### src/rtl/regfile_write_arbiter.sv
// Round-robin arbiter sharing the register-file write port between ALU (A) and load (M) writeback,
// with a registered write stage and a 32-entry pending-write scoreboard. Optional macro: REGWR_XZR_FILTER_EN.
module regfile_write_arbiter #(
  parameter int DATA_WIDTH = 64
) (
  input  logic                  clk,
  input  logic                  reset,
  input  logic                  a_valid,
  output logic                  a_ready,
  input  logic [4:0]            a_addr,
  input  logic [DATA_WIDTH-1:0] a_data,
  input  logic                  m_valid,
  output logic                  m_ready,
  input  logic [4:0]            m_addr,
  input  logic [DATA_WIDTH-1:0] m_data,
  input  logic                  issue_valid,
  input  logic [4:0]            issue_addr,
  output logic                  regwrite,
  output logic [4:0]            wraddr,
  output logic [DATA_WIDTH-1:0] wrdata,
  output logic [31:0]           pending,
  output logic                  prio_m
);

  // Handshake: a request transfers on a cycle where *_valid and *_ready are both 1;
  // the requester holds valid/addr/data stable until then. Ready is combinational from valid.

  logic                  r_regwrite;
  logic [4:0]            r_wraddr;
  logic [DATA_WIDTH-1:0] r_wrdata;
  logic [31:0]           r_pending;
  logic                  r_prio_m;

  logic                  w_grant_a;
  logic                  w_grant_m;
  logic                  w_grant;
  logic                  w_contention;
  logic [4:0]            w_gnt_addr;
  logic [DATA_WIDTH-1:0] w_gnt_data;
  logic                  w_write;
  logic                  w_issue;
  logic [31:0]           w_set_mask;
  logic [31:0]           w_clr_mask;

  always_comb begin
    w_contention = a_valid & m_valid;
    w_grant_m    = ~reset & m_valid & (~a_valid | r_prio_m);
    w_grant_a    = ~reset & a_valid & (~m_valid | ~r_prio_m);
    w_grant      = w_grant_a | w_grant_m;
    w_gnt_addr   = w_grant_m ? m_addr : a_addr;
    w_gnt_data   = w_grant_m ? m_data : a_data;
`ifdef REGWR_XZR_FILTER_EN
    // Register 31 is the zero register: writes and issues to it are swallowed.
    w_write      = w_grant & (w_gnt_addr != 5'd31);
    w_issue      = issue_valid & (issue_addr != 5'd31);
`else
    w_write      = w_grant;
    w_issue      = issue_valid;
`endif
    w_set_mask   = '0;
    w_clr_mask   = '0;
    if (w_issue) w_set_mask[issue_addr] = 1'b1;
    if (w_write) w_clr_mask[w_gnt_addr] = 1'b1;
  end

  always_ff @(posedge clk) begin
    if (reset) begin
      r_regwrite <= 1'b0;
      r_wraddr   <= '0;
      r_wrdata   <= '0;
      r_pending  <= '0;
      r_prio_m   <= 1'b1;
    end else begin
      r_regwrite <= w_write;
      if (w_write) begin
        r_wraddr <= w_gnt_addr;
        r_wrdata <= w_gnt_data;
      end
      // Loser of a contended grant gets priority next time.
      if (w_grant && w_contention) r_prio_m <= w_grant_a;
      // Set after clear: a new producer of the same register stays outstanding.
      r_pending <= (r_pending & ~w_clr_mask) | w_set_mask;
    end
  end

  assign a_ready  = w_grant_a;
  assign m_ready  = w_grant_m;
  assign regwrite = r_regwrite;
  assign wraddr   = r_wraddr;
  assign wrdata   = r_wrdata;
  assign pending  = r_pending;
  assign prio_m   = r_prio_m;

endmodule

### config.mk
export PLATFORM = sky130hd
export DESIGN_NAME = regfile_write_arbiter
export DESIGN_NICKNAME = d
export VERILOG_FILES = /design/src/rtl/regfile_write_arbiter.sv
export SDC_FILE = /design/constraint.sdc
export NUM_CORES = 1
export LEC_CHECK = 0
export BUFFER_PORTS_ARGS = -buffer_cell sky130_fd_sc_hd__buf_2
export CAP_MARGIN = 40
export CORE_UTILIZATION = 35
export CTS_CLUSTER_SIZE = 12
export DETAILED_ROUTE_END_ITERATION = 10
export PLACE_DENSITY = 0.61
export SYNTH_ARGS = -nofsm -noshare
export SYNTH_HDL_FRONTEND = slang
export SYNTH_SLANG_ARGS = --single-unit
### constraint.sdc
create_clock -name clk -period 1.6 [get_ports clk]
set_input_delay 0.16 -clock clk [delete_from_list [all_inputs] [get_ports clk]]
set_output_delay 0.16 -clock clk [all_outputs]
set_load 0.03 [all_outputs]
After elaboration in Yosys (flattened, before gate mapping) --
Index checks and enable logic that the tools add are counted.
Word-level totals: logic and storage cells 35, input port bits 148, output and inout port bits 105, bits in registers 103
Operators by class: reduce and logical (&&, ||, !) cells 3, muxes and demuxes 8, bitwise logic cells 15, order comparisons 4
Operator list (count):
- $mux 32 | 2
- $mux 64 | 1
- $and 32x32->32 | 1
- $not 32->32 | 1
- $or 32x32->32 | 1
- $lt 5x6->1 const B | 2
- $demux 1 s5 | 2
- $ge 5x1->1 const B | 2
- $and 1x1->1 | 5
- $mux 5 | 1
- $not 1->1 | 4
- $logic_and 1x1->1 | 3
- $or 1x1->1 | 3
- $mux 1 | 2

Depth between registers and ports, before layout --
Gate-level depths: netlist of the first run.
depth in word-level cells 12, mapped depth 8, depth with buffers taken out 5

Least setup slack after synthesis of the first run --
Ideal clock, no wire load.
kind register -> register, from reg r_prio_m, in the netlist prio_m, to reg r_pending[2], in the netlist pending[2], slack -91 ps, buffers on the path 1, stages on the path, launching flop included 6, setup time 151 ps, required time 1449 ps, clock period less this slack 1691 ps, arrival 1539 ps, path through dfxtp_1 -> nand2b_1 -> clkbuf_1 -> nand4b_1 -> a21oi_2 -> a311oi_1
Between the ends: word-level cells in the longest chain between the ends 11, elaborated cells between the ends (all ways) 16, classes of those cells order compare (2); mux (4); bitwise (9); reduce/logical (1)
Ends and longest elaborated chain:
- start: declaration | line 32 | logic r_prio_m;
- start signal: assignment | line 80 | if (w_grant && w_contention) r_prio_m <= w_grant_a;
- $or 1x1->1 | line 47 | w_grant_m = ~reset & m_valid & (~a_valid | r_prio_m);
- $and 1x1->1 | line 47
- $mux 5 | line 50 | w_gnt_addr = w_grant_m ? m_addr : a_addr;
- $lt 5x6->1 (implied by the code) / $ge 5x1->1 (equally long branches) | line 63 | if (w_write) w_clr_mask[w_gnt_addr] = 1'b1;
- $logic_and 1x1->1 (implied by the code) | line 63
- $mux 1 (implied by the code) | line 63
- $demux 1 s5 | line 63
- $mux 32 (*) | line 63
- $not 32->32 (*) | line 82 | r_pending <= (r_pending & ~w_clr_mask) | w_set_mask;
- $and 32x32->32 (*) | line 82
- $or 32x32->32 (*) | line 82
- end signal: assignment | line 82
- end: declaration | line 31 | logic [31:0] r_pending;
Mark *: on every way between the ends. The rest lies on a longest branch, timed or not. A chain may end at the register's enable or synchronous reset.

Worst setup path in the final report of the first run --
from reg r_prio_m, in the netlist prio_m, to out m_ready
Between the ends: word-level cells in the longest chain between the ends 2
Ends and longest elaborated chain:
- $or 1x1->1 | line 47
- $and 1x1->1 | line 47
- end: declaration | line 13 | output logic m_ready,
No other way between the ends.

==> results.md, run 1 <==
* Status: finished clean
* CTS clk-pin slew, worst paths at 0.07 ns
* Share of cells above drive strength 1 at 36.8%
* Final setup viols at 0
* Final core occ at 50.4%
* First-pass GRT wire length at 26.1 mm
* Post-Syn Instances at 614
* EDFF count, synth at 0
* Worst hold slack at 0.0717 ns
* Die H at 120 µm
* Crit path time final at 1.53 ns
* Highest clock rate at 0.653 GHz
* Placed cells at 1014
* Slew @ Worst Pin at 0.743 ns
* Non-Filler Instances at 1034
* Ys flop type: dfxtp_1
* Nets@finish at 1000
* Max Cap Violations at 0
* Number of global-route vias before repair at 5098
* Pre-antenna DRT Iters at 5
* Clk_skew at 0.00576 ns
* CP required at 1.44 ns
* Yosys cell types at 40
* Fin crit share at 95.7%
* Post-Place Setup Slack at -0.000618 ns
* DRC Markers at 0
* Final GP Congestion at 0.889
* Leading cell type in the layout, fill and taps excluded: buf_2
* CTS max path bufs at 2
* Final wirelength at 16.9 mm
* Asr flop ratio synth at 0%
* Final antenna-violating net count at 0
* Post-route cell area at 0.00673 mm²
* Vias post-DR at 5475
* Crit-path max FO at 20
* Leak pwr at 3.04 nW
* Critical path startpoint category: flip-flop
* DP Wirelength at 12.0 mm
* Min-Delay Path Class: in2reg
* Area share of the largest cell type after synthesis at 42.6%
* Peak VDD IR at 0.458 mV
* Starting density of the core at 36.2%
* Total gr overflow at 0
* Tot Pwr at 6.22 mW
* IO Pins at 253
* Syn_nets at 762
* Pins Over Slew Limit at 0
* Filler Cell Count at 1310
* Die ar. at 0.0143 mm²
* Most frequent cells in the layout: buf_2, nand2_1, nor2_1
* # rows at 42
* Routed length per instance at 16.4 µm
* Register area share after synthesis at 42.6%
* Setup TNS at 0 ns
* Worst setup margin at 0.0689 ns
* Slew margin rel. at 50.5%
* Placed inst area at 0.00636 mm²
* Root Driver: clkbuf_16
* H-tree depth at 3
* RSZ-0062 raised after global routing: false
* Die X at 120 µm
* Synth top area cells: dfxtp_1, a311oi_1, nand2_1
* IO Port Bufs at 252
* CTS tree: done
* YS warnings at 0
* Cell Pwr Density at 925 mW/mm²
* DR vias/cell at 5.29
* Initial antenna violation count at 1
* Crit end category: output pin
* CP Class: reg2out
* Pin count of the biggest net entering global routing at 68
* Number of hold violations in the final report at 0
* Largest area contributor in the netlist: dfxtp_1
* Starting DRT DRC Count at 348
* Seq cells post-synth at 103
* Clk Latency, worst-skew pair at 0.34 ns
* CTS Hold Bufs at 0
* Core ar. at 0.0133 mm²
* Total CTS buffers at 9
* Average size of a mapped cell at 7.88 µm²
* Sink Count at 103
* Mapped cell area at 0.00484 mm²
* Arr. time, crit path at 1.37 ns
* P&R area growth vs syn at 39.0%
* All-Layer GR Usage at 23.0%
-- cells by family after synthesis --
group           synth area share (%)
compound gates                  24.7
buf+inv                         6.08
flops                           42.6
simple gates                    26.6
-- final cells by class --
| class | count | area [µm²] | area share [%] |
|---|---|---|---|
| Antenna cell | 1 | 2.50 | 0.0372 |
| Clock buffer | 12 | 236 | 3.52 |
| Clock inverter | 4 | 22.5 | 0.335 |
| Inverter | 5 | 26.3 | 0.391 |
| Multi-Input combinational cell | 453 | 2510 | 37.3 |
| Sequential cell | 103 | 2070 | 30.7 |
| Tap cell | 176 | 220 | 3.27 |
| Timing Repair Buffer | 280 | 1640 | 24.4 |
-- state kept, by name (all words and copies together) (netlist names) --
| name | flops |
|---|---|
| regwrite | 1 |
| wraddr | 5 |
| pending | 32 |
| wrdata | 64 |
| prio_m | 1 |
-- cells in the mapped netlist, types with 5 or more instances --
master and count:
buf_4 9, a21oi_1 33, nand3b_1 5, clkbuf_1 23
dfxtp_1 103, nand2_1 156, a311oi_1 85, buf_2 16
nand4b_1 5, nor2b_1 5, a211oi_1 17, nor2_1 105
-- power breakdown --
group	leakage [nW]	internal (mW)	switching [mW]
logic	2.07	0.519	0.893
registers	0.847	2.72	0.0745
clock network	0.126	1.05	0.969
-- metal layers --
| metal | vias up | GRT usage [%] | share of wire (%) |
|---|---|---|---|
| li1 | 2672 | - | - |
| met1 | 2544 | 27.7 | 41 |
| met2 | 237 | 40.7 | 49 |
| met3 | 22 | 4.18 | 7.5 |
| met4 | 0 | 7.97 | 1.8 |
| met5 | - | 0 | 0 |
-- final timing paths --
kind / start / to / slack, ns / cells past startpoint
worst min register to register: wrdata[25] / wrdata[25] / 0.49 / 2
worst max register to register: prio_m / pending[8] / 0.10 / 7
worst min-delay path: m_data[51] / wrdata[51] / 0.07 / 3
worst max-delay path: prio_m / m_ready / 0.07 / 5
-- worst max-delay path, stage by stage (launching register included) --
cell      delay [ns]
dfxtp_4         0.36
nand2b_4        0.16
nand2_4         0.11
clkinv_4        0.09
buf_12          0.16
buf_6           0.14
-- repair_timing --
item / in CTS / in global routing
gates cloned: 1 / 0
buffers inserted: 2 / 0
resized for setup: 6 / 5
endpoints found under the setup margin: 2 / 22
pin swaps: 0 / 1
Power figures use the tool's default switching activity.
==> run 2: changes to the inputs <==
==> constraint.sdc (replaced) <==
create_clock -name clk -period 1.6 [get_ports clk]
set_input_delay 0.08 -clock clk [delete_from_list [all_inputs] [get_ports clk]]
set_output_delay 0.08 -clock clk [all_outputs]
set_load 0.03 [all_outputs]
==> run 2 against run 1 <==
Hold slack lost 0.068 ns. Clock skew about the same. Maximum frequency rose by 1.4%. Critical path type is now reg2reg.
==> results.md, run 2 (same netlist as run 1, synthesis figures left out) <==
* Vias post-DR at 5924 (+8.2%)
* Status: finished clean
* CP required at 1.83 ns (+0.39 ns)
* Final antenna-violating net count at 0 (unchanged)
* Highest clock rate at 0.662 GHz (+1.4%)
* Die H at 120 µm (unchanged)
* Max FFs per register at 64 (unchanged)
* Tot Pwr at 6.98 mW (+12%)
* Number of global-route vias before repair at 5691 (+12%)
* Sink Count at 103 (unchanged)
* P&R area growth vs syn at 61.4%
* Cell Pwr Density at 894 mW/mm² (-3.3%)
* Final setup viols at 0 (unchanged)
* Placed cells at 1016 (+0.20%)
* CTS clk-pin slew, worst paths at 0.07 ns (about the same)
* CP Class: reg2reg
* Setup TNS at 0 ns (unchanged)
* Crit end category: flip-flop
* Clk_skew at 0.00591 ns (+0.000155 ns)
* Min-Delay Path Class: in2reg
* Clk Latency, worst-skew pair at 0.35 ns (about the same)
* Filler Cell Count at 1170 (-11%)
* H-tree depth at 3 (unchanged)
* Routed length per instance at 16.3 µm (-0.56%)
* Nets@finish at 1101 (+10%)
* Worst R2R Start: prio_m
* Max Cap Violations at 0 (unchanged)
* # rows at 42 (unchanged)
* Final core occ at 58.5% (+8.1 points)
* IO Pins at 253 (unchanged)
* R2r setup slk at 0.09 ns (about the same)
* Starting DRT DRC Count at 373 (+7.2%)
* Core ar. at 0.0133 mm² (unchanged)
* DP Wirelength at 12.2 mm (+1.5%)
* Placed inst area at 0.00637 mm² (about the same)
* Critical path startpoint category: flip-flop
* Share of cells above drive strength 1 at 33.2% (-3.6 points)
* Worst Setup SP: prio_m
* Leading cell type in the layout, fill and taps excluded: buf_2
* All-Layer GR Usage at 25.1% (+2.2 points)
* CTS tree: done
* Slew margin rel. at 51.4% (+0.91 points)
* Crit path time final at 1.51 ns (-0.0206 ns)
* DRC Markers at 0 (unchanged)
* IO Port Bufs at 252 (unchanged)
* Peak VDD IR at 0.584 mV (+28%)
* Pins Over Slew Limit at 0 (unchanged)
* Pre-antenna DRT Iters at 5 (unchanged)
* Final wirelength at 18.4 mm (+9.1%)
* Total gr overflow at 0 (unchanged)
* Initial antenna violation count at 0 (-1)
* Most frequent cells in the layout: buf_2, nand2_1, nor2_1
* Cells on worst reg2reg path at 5 (-2)
* Worst Setup EP: wrdata[29]
* Total CTS buffers at 9 (unchanged)
* Slew @ Worst Pin at 0.729 ns (-0.0136 ns)
* Worst r2r dst: wrdata[29]
* Final GP Congestion at 0.902 (+1.4%)
* Non-Filler Instances at 1134 (+9.7%)
* First-pass GRT wire length at 28.5 mm (+9.2%)
* Fin crit share at 94.4% (-1.3 points)
* CTS max path bufs at 2 (unchanged)
* Die ar. at 0.0143 mm² (unchanged)
* Arr. time, crit path at 1.74 ns (+0.37 ns)
* WHS Path Cells at 3 (unchanged)
* Antenna diodes at 0 (-1)
* Post-route cell area at 0.00781 mm² (+16%)
* Pin count of the biggest net entering global routing at 67 (-1.5%)
* Root Driver: clkbuf_16
* Crit-path max FO at 64 (+220%)
* Die X at 120 µm (unchanged)
* Leak pwr at 3.50 nW (+15%)
* DR vias/cell at 5.22 (-1.3%)
* Number of hold violations in the final report at 0 (unchanged)
* Starting density of the core at 36.2% (unchanged)
==> run 2: cell count changes in the layout (fill, tap and decap cells not counted), sizes merged <==
cell,delta
bufinv,+3
buf,+2
clkinv,-4
dlygate4sd3,+98
inv,+1
diode,-1
clkinvlp,+1
==> run 2: final cells by class <==
cell class | instances | area, µm² | area share (%)
repair buffers | 381 | 2660 | 34.0
multi-input cells | 453 | 2490 | 31.9
flip-flops and latches | 103 | 2060 | 26.4
clock buffers | 11 | 243 | 3.11
well taps | 176 | 220 | 2.82
clock inverters | 5 | 105 | 1.35
inverters | 5 | 28.8 | 0.369
==> run 2: power by group <==
| group | total, mW | internal (mW) | switching [mW] |
|---|---|---|---|
| logic | 1.64 | 0.684 | 0.953 |
| registers | 2.79 | 2.72 | 0.0747 |
| clock network | 2.55 | 1.57 | 0.979 |
| total | 6.98 | 4.97 | 2.01 |
==> run 2: worst min-delay path by stage <==
stage | start | to | slack (ns)
finish | m_data[32] | wrdata[32] | 0.004
global route | a_data[16] | wrdata[16] | 0.005
CTS | a_data[37] | wrdata[37] | 0.0004
detailed placement | reset | wrdata[61] | 0.33
global placement | reset | wrdata[62] | 0.33
floorplan | m_addr[1] | wraddr[1] | 0.24
==> run 2: critical path, stage by stage, from the launching register on <==
cell      delay, ns
dfxtp_2        0.33
nand2b_2       0.21
nand2_4        0.13
buf_16         0.25
nand2_1        0.09
a311oi_1       0.32
==> run 2: repair_timing <==
action | CTS | global route
hold buffers | 98 | 0
hold endpoints to repair | 56 | 0
pin swaps | 0 | 1
buffers inserted | 0 | 2
endpoints found under the setup margin | 1 | 41
gates cloned | 1 | 1
gates resized for setup | 2 | 7
==> run 2: through the flow <==
stage | setup WS, ns | hold slack, ns
2_1_floorplan | 0.0387 | 0.239
3_3_place_gp | 0.110 | 0.327
3_5_place_dp | 0.0343 | 0.329
4_1_cts | 0.00148 | 0.000382
5_1_grt | -0.00524 | 0.00473
6_report | 0.0895 | 0.00398
==> run 2: layer usage <==
metal	up-vias	share of wire (%)	track usage (%)
li1	2880	-	-
met1	2735	40	29.4
met2	275	50	43.8
met3	34	7.8	6.32
met4	0	2.3	9.69
met5	-	0	0
